File: src/rtl/cs_sample_tx_if.sv
// Sample-memory read bus between cs_sample_tx and its sample RAM.
// Read data is returned exactly one cycle after the strobe.
interface cs_sample_tx_if #(
  parameter int ADDR_W = 10,
  parameter int DATA_W = 8
);
  logic              mem_rd;
  logic [ADDR_W-1:0] mem_addr;
  logic [DATA_W-1:0] mem_data;

  modport master (
    output mem_rd,
    output mem_addr,
    input  mem_data
  );

  modport slave (
    input  mem_rd,
    input  mem_addr,
    output mem_data
  );
endinterface

File: src/rtl/cs_sample_tx.sv
// Streams N samples from sample memory into the CS window filter input.
// Two-cycle read-to-X latency; tracks a 9-deep window fill for y_valid.
module cs_sample_tx #(
  parameter int ADDR_W = 10,
  parameter int DATA_W = 8
) (
  input  logic              clk,
  input  logic              reset,
  input  logic              start,
  input  logic [ADDR_W:0]   num_samples,
  input  logic              pause,
  cs_sample_tx_if.master    mem,
  output logic [DATA_W-1:0] X,
  output logic              x_valid,
  output logic              y_valid,
  output logic              busy,
  output logic              done,
  output logic [ADDR_W:0]   sent_cnt
);

  typedef enum logic [1:0] {
    S_IDLE,
    S_RUN,
    S_DRAIN,
    S_DONE
  } state_t;

  localparam logic [ADDR_W:0] ONE = (ADDR_W+1)'(1);
  localparam logic [3:0]      WIN = 4'd9;

  state_t            r_state;
  logic [ADDR_W:0]   r_n;
  logic [ADDR_W:0]   r_rd_cnt;
  logic [ADDR_W:0]   r_sent;
  logic [3:0]        r_win;
  logic              r_rd_d1;
  logic              r_xv;
  logic              r_yv;
  logic              r_busy;
  logic              r_done;
  logic [DATA_W-1:0] r_x;

  logic w_rd;
  logic w_last_rd;

  // Read strobe is combinational so pause gates the very cycle it is high.
  assign w_rd      = (r_state == S_RUN) && !pause;
  assign w_last_rd = w_rd && (r_rd_cnt == r_n - ONE);

  assign mem.mem_rd   = w_rd;
  assign mem.mem_addr = r_rd_cnt[ADDR_W-1:0];

  assign X        = r_x;
  assign x_valid  = r_xv;
  assign y_valid  = r_yv;
  assign busy     = r_busy;
  assign done     = r_done;
  assign sent_cnt = r_sent;

  always_ff @(posedge clk) begin
    if (reset) begin
      r_state  <= S_IDLE;
      r_n      <= '0;
      r_rd_cnt <= '0;
      r_sent   <= '0;
      r_win    <= '0;
      r_rd_d1  <= 1'b0;
      r_xv     <= 1'b0;
      r_yv     <= 1'b0;
      r_busy   <= 1'b0;
      r_done   <= 1'b0;
      r_x      <= '0;
    end else begin
      r_rd_d1 <= w_rd;
      r_xv    <= r_rd_d1;
      r_yv    <= r_xv && (r_win == WIN);
      r_done  <= 1'b0;

      // mem_data is valid now for the read issued last cycle
      if (r_rd_d1) begin
        r_x    <= mem.mem_data;
        r_sent <= r_sent + ONE;
        if (r_win != WIN) begin
          r_win <= r_win + 4'd1;
        end
      end

      if (w_rd) begin
        r_rd_cnt <= r_rd_cnt + ONE;
      end

      unique case (r_state)
        S_IDLE: begin
          if (start) begin
            r_n      <= num_samples;
            r_rd_cnt <= '0;
            r_sent   <= '0;
            r_win    <= '0;
            if (num_samples == '0) begin
              r_state <= S_DONE;
              r_done  <= 1'b1;
            end else begin
              r_state <= S_RUN;
              r_busy  <= 1'b1;
            end
          end
        end
        S_RUN: begin
          if (w_last_rd) begin
            r_state <= S_DRAIN;
          end
        end
        S_DRAIN: begin
          if (r_sent == r_n) begin
            r_state <= S_DONE;
            r_busy  <= 1'b0;
            r_done  <= 1'b1;
          end
        end
        S_DONE: begin
          r_state <= S_IDLE;
        end
      endcase
    end
  end

endmodule

File: src/flat_wrapper.sv
// flat-port wrapper written by rule: the top's interface ports become plain ports
module cs_sample_tx_flat 
#(
  parameter int ADDR_W = 10,
  parameter int DATA_W = 8
)
  (clk, reset, start, num_samples, pause, X, x_valid, y_valid, busy, done, sent_cnt, mem_mem_rd, mem_mem_addr, mem_mem_data);
  cs_sample_tx_if #(.ADDR_W(ADDR_W), .DATA_W(DATA_W)) mem_i ();
  input  logic clk;
  input  logic reset;
  input  logic start;
  input  logic [ADDR_W:0] num_samples;
  input  logic pause;
  output logic [DATA_W-1:0] X;
  output logic x_valid;
  output logic y_valid;
  output logic busy;
  output logic done;
  output logic [ADDR_W:0] sent_cnt;
  output wire logic [$bits(mem_i.mem_rd)-1:0] mem_mem_rd;
  output wire logic [$bits(mem_i.mem_addr)-1:0] mem_mem_addr;
  input wire logic [$bits(mem_i.mem_data)-1:0] mem_mem_data;
  assign mem_mem_rd = mem_i.mem_rd;
  assign mem_mem_addr = mem_i.mem_addr;
  assign mem_i.mem_data = mem_mem_data;
  cs_sample_tx #(.ADDR_W(ADDR_W), .DATA_W(DATA_W)) u_core (.clk(clk), .reset(reset), .start(start), .num_samples(num_samples), .pause(pause), .mem(mem_i), .X(X), .x_valid(x_valid), .y_valid(y_valid), .busy(busy), .done(done), .sent_cnt(sent_cnt));
endmodule
File: config.mk
export PLATFORM = sky130hd
export DESIGN_NAME = cs_sample_tx_flat
export DESIGN_NICKNAME = d
export VERILOG_FILES = /design/src/rtl/cs_sample_tx_if.sv /design/src/rtl/cs_sample_tx.sv /design/src/flat_wrapper.sv
export SDC_FILE = /design/constraint.sdc
export NUM_CORES = 1
export LEC_CHECK = 0
export BUFFER_PORTS_ARGS = -buffer_cell sky130_fd_sc_hd__buf_2
export CAP_MARGIN = 30
export CORE_MARGIN = 2
export CORE_UTILIZATION = 54
export DETAILED_ROUTE_END_ITERATION = 16
export PLACE_DENSITY_LB_ADDON = 0.1
export SLEW_MARGIN = 15
export SYNTH_ARGS = -nofsm -noshare
export SYNTH_HDL_FRONTEND = slang
export SYNTH_SLANG_ARGS = --single-unit
export TNS_END_PERCENT = 1
File: constraint.sdc
create_clock -name clk -period 3.5 [get_ports clk]
set_input_delay 0.35 -clock clk [delete_from_list [all_inputs] [get_ports clk]]
set_output_delay 0.35 -clock clk [all_outputs]
set_load 0.03 [all_outputs]
==> results of run 1 <==
## worst max-delay path, stage by stage (launching register included)
cell	delay, ns
dfxtp_1	0.41
nor4_4	0.50
nand3_2	0.18
or4_4	0.52
a2111oi_4	0.37
a41oi_2	0.22
o311a_1	0.36
## metrics by stage
step	cells	cell area [um2]	hold slack (ns)	total power, mW	util
after CTS	424	3050	0.268	1.66	0.637
after detailed placement	416	2940	0.464	1.25	0.614
final	424	3050	0.275	1.65	0.637
after global placement	416	2940	0.467	1.25	0.614
after global routing	424	3050	0.266	1.75	0.637
after floorplan	320	2730	0.473	1.15	-
## cell families (layout without fill, tap and decap cells)
family | after synthesis | count (layout) | synth area share
xor+xnor | 42 | 42 | 0.135
flops | 52 | 52 | 0.382
mux | 11 | 11 | 0.0408
simple gates | 120 | 120 | 0.212
fa+ha+maj | 8 | 8 | 0.0367
buf+inv | 38 | 75 | 0.0720
compound gates | 49 | 49 | 0.121
## metal layers
layer / wire length (um) / track usage / vias up
li1: - / - / 1144
met4: 52 / 0.0635 / 0
met1: 2680 / 0.287 / 1032
met5: 0 / 0 / -
met2: 2490 / 0.335 / 67
met3: 381 / 0.0428 / 4
## cells in the final DEF, fill, tap and decap left out, drive strengths merged, types with 2 or more instances in the layout
cell type,synthesis,routed
inv,10,10
or3,3,3
ha,8,8
nor3b,2,2
xnor2,11,11
and4,2,2
mux2i,10,10
a21oi,20,20
and3,7,7
a31oi,3,3
and2,2,2
o311a,2,2
nor3,5,5
nand4,6,6
nor2,35,35
nor4,6,6
o31ai,3,3
o21ai,10,10
dfxtp,52,52
buf,13,57
clkbuf,15,6
nand2,41,41
a311oi,3,3
xor2,31,31
nand3,7,7
## power by group through the flow
stage | logic (mW) | registers (mW) | clock network, mW
6_report | 0.535 | 0.706 | 0.410
5_1_grt | 0.597 | 0.715 | 0.443
4_1_cts | 0.537 | 0.705 | 0.419
3_5_place_dp | 0.535 | 0.719 | 0
3_3_place_gp | 0.530 | 0.717 | 0
2_1_floorplan | 0.437 | 0.714 | 0
## registers in the layout, summed over array words and instances, names as in the netlist
name,flops
u_core.r_n,11
u_core.r_rd_cnt,11
u_core.sent_cnt,11
u_core.X,8
u_core.r_win,4
u_core.r_state,2
u_core.busy,1
u_core.done,1
u_core.r_rd_d1,1
u_core.x_valid,1
u_core.y_valid,1
## final timing paths
check                                         to  slack [ns]
setup / recovery  u_core.r_state[1]$_SDFFE_PP0P_        0.85
hold / removal          u_core.X[7]$_SDFFE_PP0P_        0.28
setup reg to reg  u_core.r_state[1]$_SDFFE_PP0P_        0.85
hold reg to reg        u_core.y_valid$_SDFF_PP0_        0.49
## area by class of cell
class	count	area [um2]	share of cell area
Clock buffer	6	72.6	0.0238
Clock inverter	2	35.0	0.0115
Inverter	10	37.5	0.0123
Multi-Input combinational cell	230	1490	0.489
Sequential cell	52	1040	0.342
Tap cell	67	83.8	0.0275
Timing Repair Buffer	57	288	0.0945
==> impl_metrics.yaml, run 1 <==
floorplanning:
  placementRows: 25
  core_um2: 4790
  die-area_um2: 5630
  start_util: 0.570
  num_io_pins: 57
  chipHeight_um: 75.1
  die_w_um: 75.1
clock_tree:
  clock-root-buffer: "clkbuf_8"
  worst_skew_pair.late_latency_ns: 0.31
  clock_sinks: 52
  clock_tree_from_tritoncts: "done"
  cts-buffers-inserted: 5
  cts_htree_levels: 2
  post_cts.resized_instances: 0
  cts_hold_buf: 0
  clock_tree.buffer_depth: 2
  worst_setup_hold_path_clk_slew_ns: 0.09
  setup_fix_bufs_post_cts: 0
layout:
  finish.net_count: 387
  antenna-diode-count: 0
  fillerInstances: 430
  drive_gt1_frac: 0.196
  syn2layout_area_growth_pct: 11.7
pwr:
  p_sw_frac: 0.352
  p_int_mw: 1.07
  comb_power_share: 0.324
  share_clk_of_total_power: 0.248
  pwr_density_cell_nw_per_um2: 542
  total_leakage_power_nw: 1.35
  ir_worst_vdd_v: 0.000335
  switching_power_mw: 0.582
  sequential_share_of_power: 0.427
synth:
  post_synth_instance_area_um2: 2730
  synthesis.nets: 351
  edff_count_synth: 0
  netlist_instances: 320
  syn_area_per_cell_um2: 8.52
  post_synth_main_area_contributors: "dfxtp_1, xor2_1, nand2_1, nor2_1, a21oi_1"
  synthDominantAreaCellType: "dfxtp_1"
  postSynth.asyncResetShare: 0
  synth_sequential_area_ratio: 0.382
  yosysMostFrequentCell: "dfxtp_1"
  synth-warning-count: 0
  ys_ff_latch: 52
  synth_cell_types: 42
  synth_commonest_cells: "dfxtp_1, nand2_1, nor2_1"
  synth_top_area_frac: 0.382
  synthFlopType: "dfxtp_1"
global_routing:
  grt_start_max_net_pins: 27
  gr-total-overflow: 0
  antenna_found_initial: 0
  first_pass_grt_wire_length_um: 9090
  first_global_vias: 1987
  gr-usage-all-layers: 0.210
hold_path:
  min_from: "mem_mem_data[7]"
  whs_path_depth: 3
  hold_path.class: "input pin to flop"
critical_path:
  worstSetupEndpointType: "flop"
  setup.worst_path.start: "u_core.r_n[2]$_SDFFE_PP0P_"
  worst-r2r-cell-count: 6
  criticalPathCategory: "flop to flop"
  r2r_path_start: "u_core.r_n[2]$_SDFFE_PP0P_"
  critical_path.max_fanout: 8
  setup.worst_path.start_class: "flop"
  required_ns: 3.70
  arrival_ns: 2.86
route:
  drt_pre_antenna_iters: 4
  routed_wl_um: 5600
  drt.antenna.violating_nets: 0
  detailroute.via_count: 2247
  detail_route.vias_per_cell: 5.30
  detail_route.wl_per_cell_um: 13.2
  drc: 0
  drt-initial-drc-count: 147
sta:
  slew_headroom: 0.391
  final_hold_viol_count: 0
  rsz0062_at_grt: "false"
  max_slew.worst_pin.slew_ns: 0.906
  clock_skew_ns: 0.00568
  setup-violations-final: 0
  timing.final.ws_setup_ns: 0.847
  fin_setup_tns_ns: 0
  drv_slew: 0
  fmaxAchievable_mhz: 377
  fin_crit_ns: 2.65
  final_min_period_over_clock_period: 0.758
run:
  cap_violations: 0
placement:
  post-dp-hpwl_um: 4130
  detailedPlace.worstSlack_ns: 0.869
  placement.io_buffers: 56
  gp_congestion: 0.818
status:
  status: "complete, no violations"
No activity file was read; power rests on OpenSTA's default activity.
==> run 2, diff against run 1 <==
Settings changed: CORE_UTILIZATION 54 to 49.
Clock period 3.5 ns to 2.3 ns, I/O delays scaled along.
==> impl_metrics.yaml, run 2 (synthesized netlist as in run 1, its figures left out) <==
global_routing:
  grt.met3_usage: 0.0483
  gr-total-overflow: 0
  global_route.peak_usage_layer: "met2"
  gr-usage-all-layers: 0.208
  met2_track_demand_over_resource: 0.315
  grt_start_max_net_pins: 25
  antenna_found_initial: 0
  first_pass_grt_wire_length_um: 10000
  globalRouteMet1Util: 0.286
  first_global_vias: 2110
layout:
  top_library_cells_by_usage_in_the_layout_fill_and_taps_aside: "buf_2, dfxtp_1, nand2_1"
  fillerInstances: 494
  syn2layout_area_growth_pct: 17.9
  drive_gt1_frac: 0.251
  antenna-diode-count: 0
  finish.net_count: 405
  layout.cells.most_common: "buf_2"
route:
  drt.antenna.violating_nets: 0
  drc: 0
  detail_route.wl_per_cell_um: 13.8
  detailroute.via_count: 2327
  detail_route.vias_per_cell: 5.21
  drt-initial-drc-count: 114
  drt_pre_antenna_iters: 5
  routed_wl_um: 6150
floorplanning:
  start_util: 0.501
  placementRows: 27
  die-area_um2: 6180
  core_um2: 5440
  chipHeight_um: 78.6
  num_io_pins: 57
  die_w_um: 78.6
clock_tree:
  worst_skew_pair.late_latency_ns: 0.31
  clock_tree_from_tritoncts: "done"
  clock_sinks: 52
  cts-buffers-inserted: 5
  cts_htree_levels: 2
  clock-root-buffer: "clkbuf_8"
  worst_setup_hold_path_clk_slew_ns: 0.10
  clock_tree.buffer_depth: 2
critical_path:
  worst-r2r-cell-count: 6
  crit_path_end: "u_core.r_state[0]$_SDFFE_PP0P_"
  r2r-end: "u_core.r_state[0]$_SDFFE_PP0P_"
  setup.worst_path.start_class: "flop"
  r2r_path_start: "u_core.r_n[3]$_SDFFE_PP0P_"
  critical_path.max_fanout: 4
  worstSetupEndpointType: "flop"
  criticalPathCategory: "flop to flop"
  required_ns: 2.51
  setup.worst_path.start: "u_core.r_n[3]$_SDFFE_PP0P_"
  arrival_ns: 2.50
  setup.reg_to_reg.worst_slack_ns: 0.009
pwr:
  p_sw_frac: 0.351
  switching_power_mw: 0.946
  pwr_density_cell_nw_per_um2: 838
  p_int_mw: 1.75
  sequential_share_of_power: 0.389
  ir_worst_vdd_v: 0.000409
  comb_power_share: 0.362
  total_leakage_power_nw: 1.44
  share_clk_of_total_power: 0.248
sta:
  final_hold_viol_count: 0
  timing.final.ws_setup_ns: 0.00899
  final_min_period_over_clock_period: 0.996
  rsz0062_at_grt: "true"
  max_slew.worst_pin.slew_ns: 0.694
  fmaxAchievable_mhz: 436
  fin_crit_ns: 2.29
  clock_skew_ns: 0.00670
  drv_slew: 0
  timing.hold.ws_ns: 0.151
  slew_headroom: 0.536
  setup-violations-final: 0
run:
  cap_violations: 0
placement:
  gp_congestion: 0.919
  placement.io_buffers: 56
  detailedPlace.worstSlack_ns: 0.0866
  post-dp-hpwl_um: 4620
status:
  status: "complete, no violations"
hold_path:
  hold_path.class: "input pin to flop"
run 2: worst min path at each step:
| stage | start | cells after the start | endpoint |
|---|---|---|---|
| 2_1_floorplan | num_samples[2] | 2 | u_core.r_n[2]$_SDFFE_PP0P_ |
| 3_3_place_gp | u_core.x_valid$_SDFF_PP0_ | 1 | u_core.y_valid$_SDFF_PP0_ |
| 3_5_place_dp | u_core.x_valid$_SDFF_PP0_ | 1 | u_core.y_valid$_SDFF_PP0_ |
| 4_1_cts | mem_mem_data[4] | 3 | u_core.X[4]$_SDFFE_PP0P_ |
| 5_1_grt | mem_mem_data[5] | 3 | u_core.X[5]$_SDFFE_PP0P_ |
| 6_report | mem_mem_data[4] | 3 | u_core.X[4]$_SDFFE_PP0P_ |
run 2: repair_timing:
action	CTS	global route
resized for setup	0	7
hold buffers	0	0
setup endpoints to repair	0	2
setup buffers	0	1
run 2: stage by stage:
step	util	cells	power, mW	cell area [um2]	TNS [ns]
floorplan	-	320	1.75	2730	0
global placement	0.565	438	1.98	3070	0
detailed placement	0.565	438	2.00	3070	0
CTS	0.587	446	2.67	3190	0
global route	0.591	447	2.85	3220	-0.126
finish	0.591	447	2.69	3220	0
run 2: metal layers:
layer	wire, um	up-vias	part of all wire
li1	-	1183	-
met1	2980	1049	0.48
met2	2610	81	0.42
met3	392	14	0.064
met4	167	0	0.027
met5	0	-	0
run 2: area by class of cell:
cell class	instances	area, um2	share of cell area
Tap cell	72	90.1	0.0280
Inverter	10	37.5	0.0117
Multi-Input combinational cell	230	1500	0.467
Clock buffer	6	82.6	0.0257
Timing Repair Buffer	75	423	0.132
Clock inverter	2	38.8	0.0121
Sequential cell	52	1040	0.325
run 2: power by group through the flow:
stage	logic [mW]	clock network [mW]	registers, mW
after floorplan	0.666	0	1.09
after global placement	0.921	0	1.06
after detailed placement	0.933	0	1.07
after CTS	0.944	0.683	1.05
after global routing	1.06	0.723	1.06
final	0.975	0.669	1.05
run 2: critical path, stage by stage, from the launching register on:
cell and delay (ns):
dfxtp_2 0.34, nor4_4 0.33, nand3_2 0.16, or4_4 0.45, a2111oi_4 0.34, a41oi_2 0.23
o311a_1 0.33
